==> src/rtl/seven_seg_display_ctrl.sv <==
// Multi-field 7-segment controller: sequential double-dabble conversion per field, tear-free update, "End" message.
// Optional End-message blinking is compiled in with `define SEVSEG_END_BLINK_EN.
module seven_seg_display_ctrl #(
  parameter int                        NUM_FIELDS = 2,
  parameter int                        BIN_W      = 8,
  parameter logic [NUM_FIELDS*8-1:0]   REV_MAX    = {8'd99, 8'd59},
  parameter int                        BLINK_DIV  = 25000000
) (
  input  logic                          clock_i,
  input  logic                          reset_i,
  input  logic                          load_i,
  input  logic [NUM_FIELDS*BIN_W-1:0]   values_i,
  input  logic                          mode_sel_i,
  input  logic                          disp_end_i,
  output logic                          busy_o,
  output logic                          done_o,
  output logic [NUM_FIELDS*14-1:0]      hex_o
);

  localparam int FW   = (NUM_FIELDS > 1) ? $clog2(NUM_FIELDS) : 1;
  localparam int SC_W = $clog2(BIN_W) + 1;
  localparam logic [6:0] SEG_BLANK = 7'h7F;

  if (BIN_W < 4 || BIN_W > 16) begin : g_bad_bin_w
    $error("seven_seg_display_ctrl: BIN_W must be within 4..16");
  end
  if (NUM_FIELDS < 1 || BLINK_DIV < 1) begin : g_bad_cfg
    $error("seven_seg_display_ctrl: NUM_FIELDS and BLINK_DIV must be positive");
  end

  typedef enum logic [2:0] {
    S_IDLE,
    S_PREP,
    S_SHIFT,
    S_STORE,
    S_UPDATE
  } state_e;

  function automatic logic [6:0] seg_encode(input logic [3:0] d);
    logic [6:0] s;
    case (d)
      4'd0:    s = 7'b1000000;
      4'd1:    s = 7'b1111001;
      4'd2:    s = 7'b0100100;
      4'd3:    s = 7'b0110000;
      4'd4:    s = 7'b0011001;
      4'd5:    s = 7'b0010010;
      4'd6:    s = 7'b0000010;
      4'd7:    s = 7'b1111000;
      4'd8:    s = 7'b0000000;
      4'd9:    s = 7'b0010000;
      default: s = SEG_BLANK;
    endcase
    return s;
  endfunction

  state_e                          state_q;
  logic                            busy_q;
  logic                            done_q;
  logic [NUM_FIELDS*BIN_W-1:0]     values_q;
  logic                            mode_q;
  logic [FW-1:0]                   field_q;
  logic [SC_W-1:0]                 bit_cnt_q;
  logic [BIN_W-1:0]                op_q;
  logic [7:0]                      bcd_q;
  logic [NUM_FIELDS*8-1:0]         pend_q;

  logic [BIN_W-1:0]                cur_val;
  logic [7:0]                      cur_rev;
  logic [BIN_W-1:0]                operand_d;
  logic [7:0]                      bcd_adj;

  always_comb begin
    cur_val   = values_q[field_q*BIN_W +: BIN_W];
    cur_rev   = REV_MAX[field_q*8 +: 8];
    operand_d = '0;
    if (!mode_q) begin
      operand_d = (32'(cur_val) > 32'd99) ? BIN_W'(99) : cur_val;
    end else if (32'(cur_val) > 32'(cur_rev)) begin
      operand_d = '0;
    end else begin
      operand_d = BIN_W'(32'(cur_rev) - 32'(cur_val));
    end
  end

  // add-3 correction applied before every left shift of the BCD accumulator
  always_comb begin
    bcd_adj = bcd_q;
    if (bcd_q[3:0] >= 4'd5) bcd_adj[3:0] = bcd_q[3:0] + 4'd3;
    if (bcd_q[7:4] >= 4'd5) bcd_adj[7:4] = bcd_q[7:4] + 4'd3;
  end

  always_ff @(posedge clock_i) begin
    if (reset_i) begin
      state_q   <= S_IDLE;
      busy_q    <= 1'b0;
      done_q    <= 1'b0;
      values_q  <= '0;
      mode_q    <= 1'b0;
      field_q   <= '0;
      bit_cnt_q <= '0;
      op_q      <= '0;
      bcd_q     <= '0;
      pend_q    <= '0;
    end else begin
      done_q <= 1'b0;
      case (state_q)
        S_IDLE: begin
          if (load_i) begin
            values_q <= values_i;
            mode_q   <= mode_sel_i;
            field_q  <= '0;
            busy_q   <= 1'b1;
            state_q  <= S_PREP;
          end
        end
        S_PREP: begin
          op_q      <= operand_d;
          bcd_q     <= '0;
          bit_cnt_q <= '0;
          state_q   <= S_SHIFT;
        end
        S_SHIFT: begin
          bcd_q     <= (bcd_adj << 1) | 8'(op_q[BIN_W-1]);
          op_q      <= op_q << 1;
          bit_cnt_q <= bit_cnt_q + SC_W'(1);
          if (bit_cnt_q == SC_W'(BIN_W - 1)) state_q <= S_STORE;
        end
        S_STORE: begin
          pend_q[field_q*8 +: 8] <= bcd_q;
          if (field_q == FW'(NUM_FIELDS - 1)) begin
            state_q <= S_UPDATE;
          end else begin
            field_q <= field_q + FW'(1);
            state_q <= S_PREP;
          end
        end
        S_UPDATE: begin
          done_q  <= 1'b1;
          busy_q  <= 1'b0;
          state_q <= S_IDLE;
        end
        default: state_q <= S_IDLE;
      endcase
    end
  end

  logic [NUM_FIELDS*14-1:0] pend_seg;
  logic [NUM_FIELDS*14-1:0] end_msg;

  for (genvar gi = 0; gi < NUM_FIELDS; gi++) begin : g_field
    assign pend_seg[gi*14+7 +: 7] = seg_encode(pend_q[gi*8+4 +: 4]);
    assign pend_seg[gi*14   +: 7] = seg_encode(pend_q[gi*8   +: 4]);
    if (NUM_FIELDS == 1) begin : g_msg_single
      assign end_msg[gi*14 +: 14] = {7'b0000110, 7'b0101011};
    end else if (gi == 1) begin : g_msg_en
      assign end_msg[gi*14 +: 14] = {7'b0000110, 7'b0101011};
    end else if (gi == 0) begin : g_msg_d
      assign end_msg[gi*14 +: 14] = {7'b0100001, SEG_BLANK};
    end else begin : g_msg_blank
      assign end_msg[gi*14 +: 14] = {SEG_BLANK, SEG_BLANK};
    end
  end

  logic                     disp_end_q;
  logic [NUM_FIELDS*14-1:0] shadow_q;
  logic                     msg_hidden;

  // shadow digits change only in UPDATE so every field flips on the same edge
  always_ff @(posedge clock_i) begin
    if (reset_i) begin
      disp_end_q <= 1'b0;
      shadow_q   <= '1;
    end else begin
      disp_end_q <= disp_end_i;
      if (state_q == S_UPDATE) shadow_q <= pend_seg;
    end
  end

`ifdef SEVSEG_END_BLINK_EN
  logic [31:0] blink_cnt_q;
  logic        blink_phase_q;

  always_ff @(posedge clock_i) begin
    if (reset_i || !disp_end_q) begin
      blink_cnt_q   <= '0;
      blink_phase_q <= 1'b0;
    end else if (blink_cnt_q == 32'(BLINK_DIV - 1)) begin
      blink_cnt_q   <= '0;
      blink_phase_q <= ~blink_phase_q;
    end else begin
      blink_cnt_q   <= blink_cnt_q + 32'd1;
    end
  end

  assign msg_hidden = blink_phase_q;
`else
  assign msg_hidden = 1'b0;
`endif

  assign hex_o  = disp_end_q ? (msg_hidden ? '1 : end_msg) : shadow_q;
  assign busy_o = busy_q;
  assign done_o = done_q;

endmodule

==> config.mk <==
export PLATFORM = sky130hd
export DESIGN_NAME = seven_seg_display_ctrl
export DESIGN_NICKNAME = d
export VERILOG_FILES = /design/src/rtl/seven_seg_display_ctrl.sv
export SDC_FILE = /design/constraint.sdc
export NUM_CORES = 1
export LEC_CHECK = 0
export CAP_MARGIN = 15
export CORE_MARGIN = 1.5
export CORE_UTILIZATION = 35
export CTS_BUF_LIST = sky130_fd_sc_hd__clkbuf_2
export CTS_CLUSTER_DIAMETER = 120
export DETAILED_ROUTE_END_ITERATION = 6
export PLACE_DENSITY_LB_ADDON = 0.25
export SLEW_MARGIN = 0
export SYNTH_ARGS = -nofsm -noshare
export SYNTH_HDL_FRONTEND = slang
export SYNTH_SLANG_ARGS = --single-unit
==> constraint.sdc <==
create_clock -name clock_i -period 4.1 [get_ports clock_i]
set_input_delay 0.82 -clock clock_i [delete_from_list [all_inputs] [get_ports clock_i]]
set_output_delay 0.82 -clock clock_i [all_outputs]
set_load 0.05 [all_outputs]
==> results of run 1 <==
-- power by group --
group          switching (mW)  internal [mW]
sequential             0.0442          0.886
clock                   0.296          0.196
combinational           0.148         0.0922
total                   0.487           1.17
-- state kept, by name, indices dropped and copies added (netlist names), 3 cells and up --
name       cells
shadow_q      28
pend_q        16
values_q      16
bcd_q          8
op_q           8
bit_cnt_q      4
state_q        3
-- through the flow --
stage | std cells | area, um2 | setup slack, ps | power (mW)
3_3_place_gp | 776 | 5256 | 1510 | 1.185
4_1_cts | 791 | 5379 | 686.7 | 1.690
3_5_place_dp | 776 | 5256 | 1407 | 1.190
5_1_grt | 791 | 5379 | 525.1 | 1.761
2_1_floorplan | 591 | 4697 | 1929 | 1.118
6_report | 791 | 5379 | 803.4 | 1.662
-- synthesized netlist by cell type, drive strengths merged (3+ instances only) --
| cell | n |
|---|---|
| nand2b | 16 |
| mux2i | 12 |
| a221oi | 4 |
| a311oi | 5 |
| nand3b | 11 |
| or2 | 16 |
| o311ai | 4 |
| o211ai | 4 |
| and2 | 3 |
| nor2b | 17 |
| xnor2 | 9 |
| a211oi | 4 |
| clkbuf | 32 |
| xor2 | 3 |
| nor2 | 30 |
| nand2 | 98 |
| nor3 | 5 |
| nand3 | 7 |
| o22ai | 9 |
| buf | 11 |
| dfxtp | 88 |
| a21oi | 83 |
| inv | 23 |
| o21ai | 30 |
| a22oi | 9 |
| a221o | 5 |
| ha | 26 |
-- worst reg2reg max path, stage by stage, from the launching register on --
cell and delay, ps:
dfxtp_1 980, mux2i_1 260, ha_1 390, inv_1 50, a221o_1 320, a21oi_4 220, nand3_1 110, a221oi_2 250
-- kinds of logic (layout without fill, tap and decap cells) --
family,count (synthesis),in the layout
AO/OA/AOI/OAI,173,173
XOR/XNOR,12,12
adder cells (fa/ha/maj),26,26
buffers and inverters,66,90
flip-flops,88,88
multiplexers,14,14
AND/OR/NAND/NOR,212,212
-- area by class of cell --
class / instances / share of cell area (%)
multi-input combinational: 437 / 49.78
sequential: 88 / 32.75
timing repair buffer: 52 / 9.491
tap: 176 / 4.094
inverter: 23 / 1.605
clock inverter: 5 / 1.349
clock buffer: 10 / 0.9304
-- routing by layer --
metal / vias to the layer above / global-route usage [%]
li1: 2081 / -
met1: 1847 / 19.86
met2: 65 / 23.73
met3: 11 / 4.358
met4: 0 / 4.744
met5: - / 0
-- worst paths after layout --
check | cells past startpoint | endpoint | slack, ps
worst max-delay path | 2 | hex_o[22] | 800
worst min register to register | 2 | values_q[15] | 470
worst min-delay path | 2 | values_q[15] | 470
worst max register to register | 7 | op_q[6] | 1440
==> impl_metrics.toml, run 1 <==
[status]
status = "completed"

[clocking]
postCtsSetupRepairBufs = 0
tritoncts.num_buffers = 9
clk_pin_slew_ps = 220
cts-root-buf = "clkbuf_2"
cts-resized-gates = 0
hold_buffers = 0
clkSinkCount = 88
cts.htree.levels = 3
cts_tree = "done"
cts_buffer_depth = 2
clock_latency_ps = 580

[sta]
rsz0062_at_grt = "no"
setup_viol = 0
setup_tns_ps = 0
slew_headroom_pct = 32.72
hold_violations = 0
max_freq_mhz = 303.3
timing.final.crit_period_ps = 3297
worst_slew_pin_slew_ps = 1004
whs_ps = 473.4
slew_violations = 0
fin_crit_sh_pct = 80.41
skew_ps = 14.12

[pwr]
power_density_mw_per_mm2 = 309.0
leakage_nw = 1.880
vdd_drop_max_mv = 0.1158

[critical_path]
crit_slowest_cell = "dfxtp_1"
worst-path-buf-inv = 1
r2r_start = "field_q"
worstSetupEndpointType = "output port"
start_kind = "flip-flop"
startpoint = "disp_end_q"
crit_required_ps = 3280
path_cells = "or2_2 > clkdlybuf4s50_1"
critPathArrivalTime_ps = 2480
crit_family = "flip-flops"
path_class = "flip-flop to output port"
slowest_delay_ps = 860
critPathMaxFanout = 28

[yosys]
syn_area_mm2 = 0.004697
synth_nets = 638
synth_ff_type = "dfxtp_1"
yosysSeqAreaShare_pct = 37.51
synth_compound_area_share_pct = 22.88
async_flop_share_pct = 0
synth_cell_types = 52
avgSynthCellArea_um2 = 7.948
synth_top_family_by_area = "compound AO/OA/AOI/OAI gates"
synthXorXnorAreaFrac_pct = 2.238
synth_seq_cells = 88
synth_adder_area_share_pct = 6.926
synth.top_cell.area_share_pct = 37.51
muxShareOfSynthArea_pct = 3.037
yosysWarnings = 0
yosysTopAreaCell = "dfxtp_1"
synth-edff-count = 0
yosys.area_share.simple_pct = 21.92
ys_top_cells_by_area = "dfxtp_1 38%, a21oi_1 8.7%, nand2_1 7.8%"
netlist_instances = 591

[global_routing]
grt_pass1_wl_um = 17410
grt_pass1_vias = 3651
grt_use_total_pct = 15.04
grt_max_degree = 55
grt-ovfl-total = 0
antenna_found_initial = 0

[flow_run]
cap_violations = 0

[drt]
wl_met3_um = 466
first_pass_iters = 4
drt_iter0_markers = 224
vias = 4004
route.met2.wl_um = 4482
top_layer = "met4"
postRouteAntennaNets = 0
drc = 0
routedWlPerCell_um = 12.76
wl_um = 10100
vias_per_cell = 5.062
met1_length_um = 5027

[layout]
fin_util_pct = 40.78
drive_gt1_share_pct = 6.667
multiInputGateArea_mm2 = 0.002678
final_common_cell = "nand2_1"
area_growth_pct = 14.52
seq_area_mm2 = 0.001762
fin_nets = 658
antenna_cells = 0
layout_common_cells = "98 x nand2_1, 88 x dfxtp_1, 82 x a21oi_1"
fill_cells = 1349

[floorplan]
die_w_um = 118.8
die_y_um = 118.8
die_area_mm2 = 0.01412
fp-row-count = 42
core_area_mm2 = 0.01319
start_util_pct = 35.61
pin_count = 51

[placement]
gp_congestion = 0.8163
dp_hpwl_um = 7090
io_buffers = 50

[worst_hold_path]
min_from = "values_q[15]"
worstHoldPathType = "flip-flop to flip-flop"
No activity file was read; power rests on OpenSTA's default activity.
==> run 2: changes to the inputs <==
==> constraint.sdc (replaced) <==
create_clock -name clock_i -period 3.2 [get_ports clock_i]
set_input_delay 0.64 -clock clock_i [delete_from_list [all_inputs] [get_ports clock_i]]
set_output_delay 0.64 -clock clock_i [all_outputs]
set_load 0.05 [all_outputs]
==> run 2 against run 1 <==
Against the previous run: worst setup slack got worse by 440 ps; wire length is 0.42% higher; global-route usage decreased by 0.17 points; critical path depth grew 1; cell area grew 0.44%; utilization is 0.18 points higher.
==> impl_metrics.toml, run 2 (synthesis gave the netlist of run 1 again) <==
[status]
status = "completed"

[clocking]
clock_latency_ps = 590
clk_pin_slew_ps = 250
cts-root-buf = "clkbuf_2"
cts-resized-gates = 0
cts.htree.levels = 3
hold_buffers = 0
cts_buffer_depth = 2
tritoncts.num_buffers = 9
clkSinkCount = 88
postCtsSetupRepairBufs = 0
cts_tree = "done"

[drt]
wl_um = 10140
drt_iter0_markers = 301
first_pass_iters = 4
vias_per_cell = 5.047
postRouteAntennaNets = 0
routedWlPerCell_um = 12.75
vias = 4012
drc = 0

[pwr]
power_density_mw_per_mm2 = 383.2
intPower_mw = 1.436
swShare_pct = 30.62
leakage_nw = 1.895
p_comb_share_pct = 15.2
clockPowerShare_pct = 27.2
seq_power_share_pct = 57.5
vdd_drop_max_mv = 0.1450
switchingPower_mw = 0.6340
p_total_mw = 2.070

[layout]
drive_gt1_share_pct = 7.593
layout_common_cells = "98 x nand2_1, 87 x dfxtp_1, 82 x a21oi_1"
regMostFlops = "shadow_q"
antenna_cells = 0
seq_area_mm2 = 0.001763
fin_nets = 661
largest_register_ff_count = 28
area_growth_pct = 15.02
largestRegisters = "shadow_q (28), pend_q (16), values_q (16)"
final_common_cell = "nand2_1"
fin_area_mm2 = 0.005403
multiInputGateArea_mm2 = 0.002678
finalNonFillerCells = 795
fill_cells = 1336

[critical_path]
critPathMaxFanout = 25
slowest_delay_ps = 820
path_class = "flip-flop to output port"
path_cells = "buf_4 > nor2b_1 > clkdlybuf4s50_1"
crit_slowest_cell = "clkdlybuf4s50_1"
start_kind = "flip-flop"
reg2reg_depth = 5
critPathArrivalTime_ps = 2200
worstSetupEndpointType = "output port"
crit_required_ps = 2560

[sta]
timing.final.crit_period_ps = 2840
worst_slew_pin_slew_ps = 839.1
hold_violations = 0
setup_viol = 0
whs_ps = 459.0
rsz0062_at_grt = "no"
max_freq_mhz = 352.1
slew_headroom_pct = 44.06
slew_violations = 0
fin_crit_sh_pct = 88.76
setup_tns_ps = 0
skew_ps = 42.79

[worst_hold_path]
worstHoldPathType = "input port to flip-flop"
min_path_cells = 3

[placement]
io_buffers = 50
gp_congestion = 0.7874
placedCellCount = 779
dp_hpwl_um = 7105
placedInstanceArea_mm2 = 0.005291

[global_routing]
grt_use_total_pct = 14.88
grt_pass1_vias = 3706
grt_max_degree = 71
grt_pass1_wl_um = 17260
grt-ovfl-total = 0
antenna_found_initial = 0

[floorplan]
core_area_mm2 = 0.01319
fp-row-count = 42
die_y_um = 118.8
pin_count = 51
die_area_mm2 = 0.01412
start_util_pct = 35.61
die_w_um = 118.8

[flow_run]
cap_violations = 0
==> run 2: cell types whose count changed in the layout (fill, tap and decap cells not counted), sizes merged <==
cell      previous run  this run
buf                  3         6
bufinv               2         1
clkinv               3         4
clkinvlp             0         1
==> run 2: final timing paths <==
kind,endpoint,slack (ps),startpoint
setup / recovery,hex_o[26],360,disp_end_q
hold / removal,op_q[2],460,reset_i
hold reg to reg,values_q[0],470,values_q[0]
setup reg to reg,op_q[2],940,field_q
==> run 2: area by class of cell <==
cell class	count	share of cell area, %
Tap cell	176	4.076
Multi-Input combinational cell	437	49.56
Timing Repair Buffer	55	10.10
Sequential cell	88	32.63
Clock inverter	6	1.112
Clock buffer	10	0.9264
Inverter	23	1.598
==> run 2: through the flow <==
stage | util [%] | setup WS, ps
3_5_place_dp | 40.12 | 782.4
4_1_cts | 40.95 | 52.58
3_3_place_gp | 40.12 | 853.0
5_1_grt | 40.96 | 202.5
2_1_floorplan | - | 1169
6_report | 40.96 | 359.6
==> run 2: power by group through the flow <==
stage / Clock (mW) / Sequential (mW) / Combinational (mW)
global route: 0.639 / 1.20 / 0.351
floorplan: 0 / 1.18 / 0.250
finish: 0.564 / 1.19 / 0.316
detailed placement: 0 / 1.21 / 0.317
global placement: 0 / 1.21 / 0.314
CTS: 0.595 / 1.19 / 0.318
==> run 2: worst max-delay path: cells and delay by family, from the launching register on <==
family | cells | cell delay [ps]
buf+inv | 2 | 1010
flops | 1 | 490
simple gates | 1 | 110
==> run 2: layer usage <==
layer	vias up	track usage (%)	part of all wire, %
li1	2086	-	-
met1	1830	19.68	52
met2	75	23.51	43
met3	21	2.730	3.0
met4	0	7.003	2.3
met5	-	0	0
==> run 3: changes to the inputs <==
--- a/config.mk
+++ b/config.mk
@@ -6,6 +6,7 @@
 export NUM_CORES = 1
 export LEC_CHECK = 0
 export CAP_MARGIN = 15
+export CORE_ASPECT_RATIO = 1.5
 export CORE_MARGIN = 1.5
 export CORE_UTILIZATION = 35
 export CTS_BUF_LIST = sky130_fd_sc_hd__clkbuf_2
==> run 3 against run 2 <==
Against the previous run: worst setup slack got worse by 110 ps; global-route usage increased by 0.19 points; first-iteration DRC count fell by 53%; worst hold slack better by 16 ps; register-to-register slack improved by 40 ps; total power fell by 0.66%; cell area decreased by 0.53%; fmax decreased by 3.8%; die area about the same; largest power group unchanged; utilization up 0.32 points; count of clock-buffer cells in the layout shrank 1.
==> impl_metrics.toml, run 3 (synthesis gave the netlist of run 1 again) <==
[sta]
slew_violations = 0
rsz0062_at_grt = "no"
worst_slew_pin_slew_ps = 818.6
fin_crit_sh_pct = 92.28
hold_violations = 0
setup_tns_ps = 0
slew_headroom_pct = 45.43
max_freq_mhz = 338.6
timing.final.crit_period_ps = 2953
skew_ps = 32.87
setup_viol = 0

[pwr]
swShare_pct = 30.32
intPower_mw = 1.433
leakage_nw = 1.893
clockPowerShare_pct = 26.7
p_comb_share_pct = 15.5
seq_power_share_pct = 57.8
switchingPower_mw = 0.6236
p_total_mw = 2.057
power_density_mw_per_mm2 = 382.7
vdd_drop_max_mv = 0.1816

[clocking]
cts.htree.levels = 3
clock_latency_ps = 550
tritoncts.num_buffers = 9
clkSinkCount = 88
cts-root-buf = "clkbuf_2"
cts-resized-gates = 0
cts_tree = "done"
cts_buffer_depth = 2
clk_pin_slew_ps = 250
postCtsSetupRepairBufs = 0
hold_buffers = 0

[critical_path]
path_class = "flip-flop to output port"
crit_required_ps = 2560
path_cells = "or2_2 > clkdlybuf4s50_1"
critPathArrivalTime_ps = 2310
start_kind = "flip-flop"
slowest_delay_ps = 790
crit_slowest_cell = "clkdlybuf4s50_1"
worstSetupEndpointType = "output port"
critPathMaxFanout = 24
reg2reg_depth = 7

[placement]
dp_hpwl_um = 7502
gp_congestion = 0.7919
io_buffers = 50
placedInstanceArea_mm2 = 0.005265

[drt]
drc = 0
vias_per_cell = 5.218
vias = 4065
wl_um = 10350
routedWlPerCell_um = 13.29
postRouteAntennaNets = 0
first_pass_iters = 4
drt_iter0_markers = 142

[layout]
regMostFlops = "shadow_q"
fin_nets = 662
fin_area_mm2 = 0.005374
largest_register_ff_count = 28
layout_common_cells = "98 x nand2_1, 88 x dfxtp_1, 82 x a21oi_1"
largestRegisters = "shadow_q (28), pend_q (16), values_q (16)"
drive_gt1_share_pct = 7.431
final_common_cell = "nand2_1"
area_growth_pct = 14.41

[global_routing]
antenna_found_initial = 0
grt-ovfl-total = 0
grt_max_degree = 71
grt_use_total_pct = 15.07
grt_pass1_wl_um = 17480
grt_pass1_vias = 3852

[floorplan]
die_area_mm2 = 0.01414
die_y_um = 144.9
fp-row-count = 51
start_util_pct = 36.08
core_area_mm2 = 0.01302
die_w_um = 97.59
pin_count = 51

[status]
status = "completed"

[flow_run]
cap_violations = 0

[worst_hold_path]
min_path_cells = 2
worstHoldPathType = "flip-flop to flip-flop"
-- run 3: cell types whose count changed in the layout (fill, tap and decap cells not counted), sizes merged --
| cell | change |
|---|---|
| buf | +1 |
| clkinvlp | -1 |
| diode | +1 |
| clkbuf | -1 |
| clkinv | +1 |
-- run 3: per-stage QoR --
stage	util [%]	hold slack [ps]	std cells	setup slack [ps]
finish	41.28	474.8	779	247.0
global route	41.26	503.5	778	72.02
CTS	41.26	478.3	778	162.2
detailed placement	40.45	444.2	763	844.1
global placement	40.45	442.4	763	894.0
floorplan	-	428.6	591	1169
-- run 3: worst max-delay path: cells and delay by family, from the launching register on --
kind          cells  cell delay, ps
simple gates      1             210
buf+inv           1             790
flops             1             760
-- run 3: power by group through the flow --
stage,logic [mW],clock network [mW],registers (mW)
finish,0.318,0.550,1.19
global route,0.353,0.618,1.20
CTS,0.321,0.577,1.19
detailed placement,0.320,0,1.21
global placement,0.317,0,1.21
floorplan,0.250,0,1.18
-- run 3: per-layer routing --
layer / track usage [%] / routed length, um / up-vias
li1: - / - / 2095
met1: 15.71 / 4297 / 1866
met2: 29.17 / 5418 / 81
met3: 1.825 / 297 / 23
met4: 8.271 / 340 / 0
met5: 0 / 0 / -
-- run 3: cell type report --
cell class | count | area, um2
fillers | 1361 | 7644
multi-input cells | 437 | 2678
flip-flops and latches | 88 | 1762
repair buffers | 56 | 540.5
well taps | 159 | 198.9
inverters | 23 | 86.33
clock inverters | 6 | 61.31
clock buffers | 9 | 45.04
diodes | 1 | 2.502
-- run 3: path summary, 6_finish.rpt --
| check | start | end | slack [ps] |
|---|---|---|---|
| min reg2reg | values_q[8] | values_q[8] | 470 |
| max reg2reg | field_q | op_q[6] | 980 |
| max | disp_end_q | hex_o[23] | 250 |
| min | values_q[8] | values_q[8] | 470 |
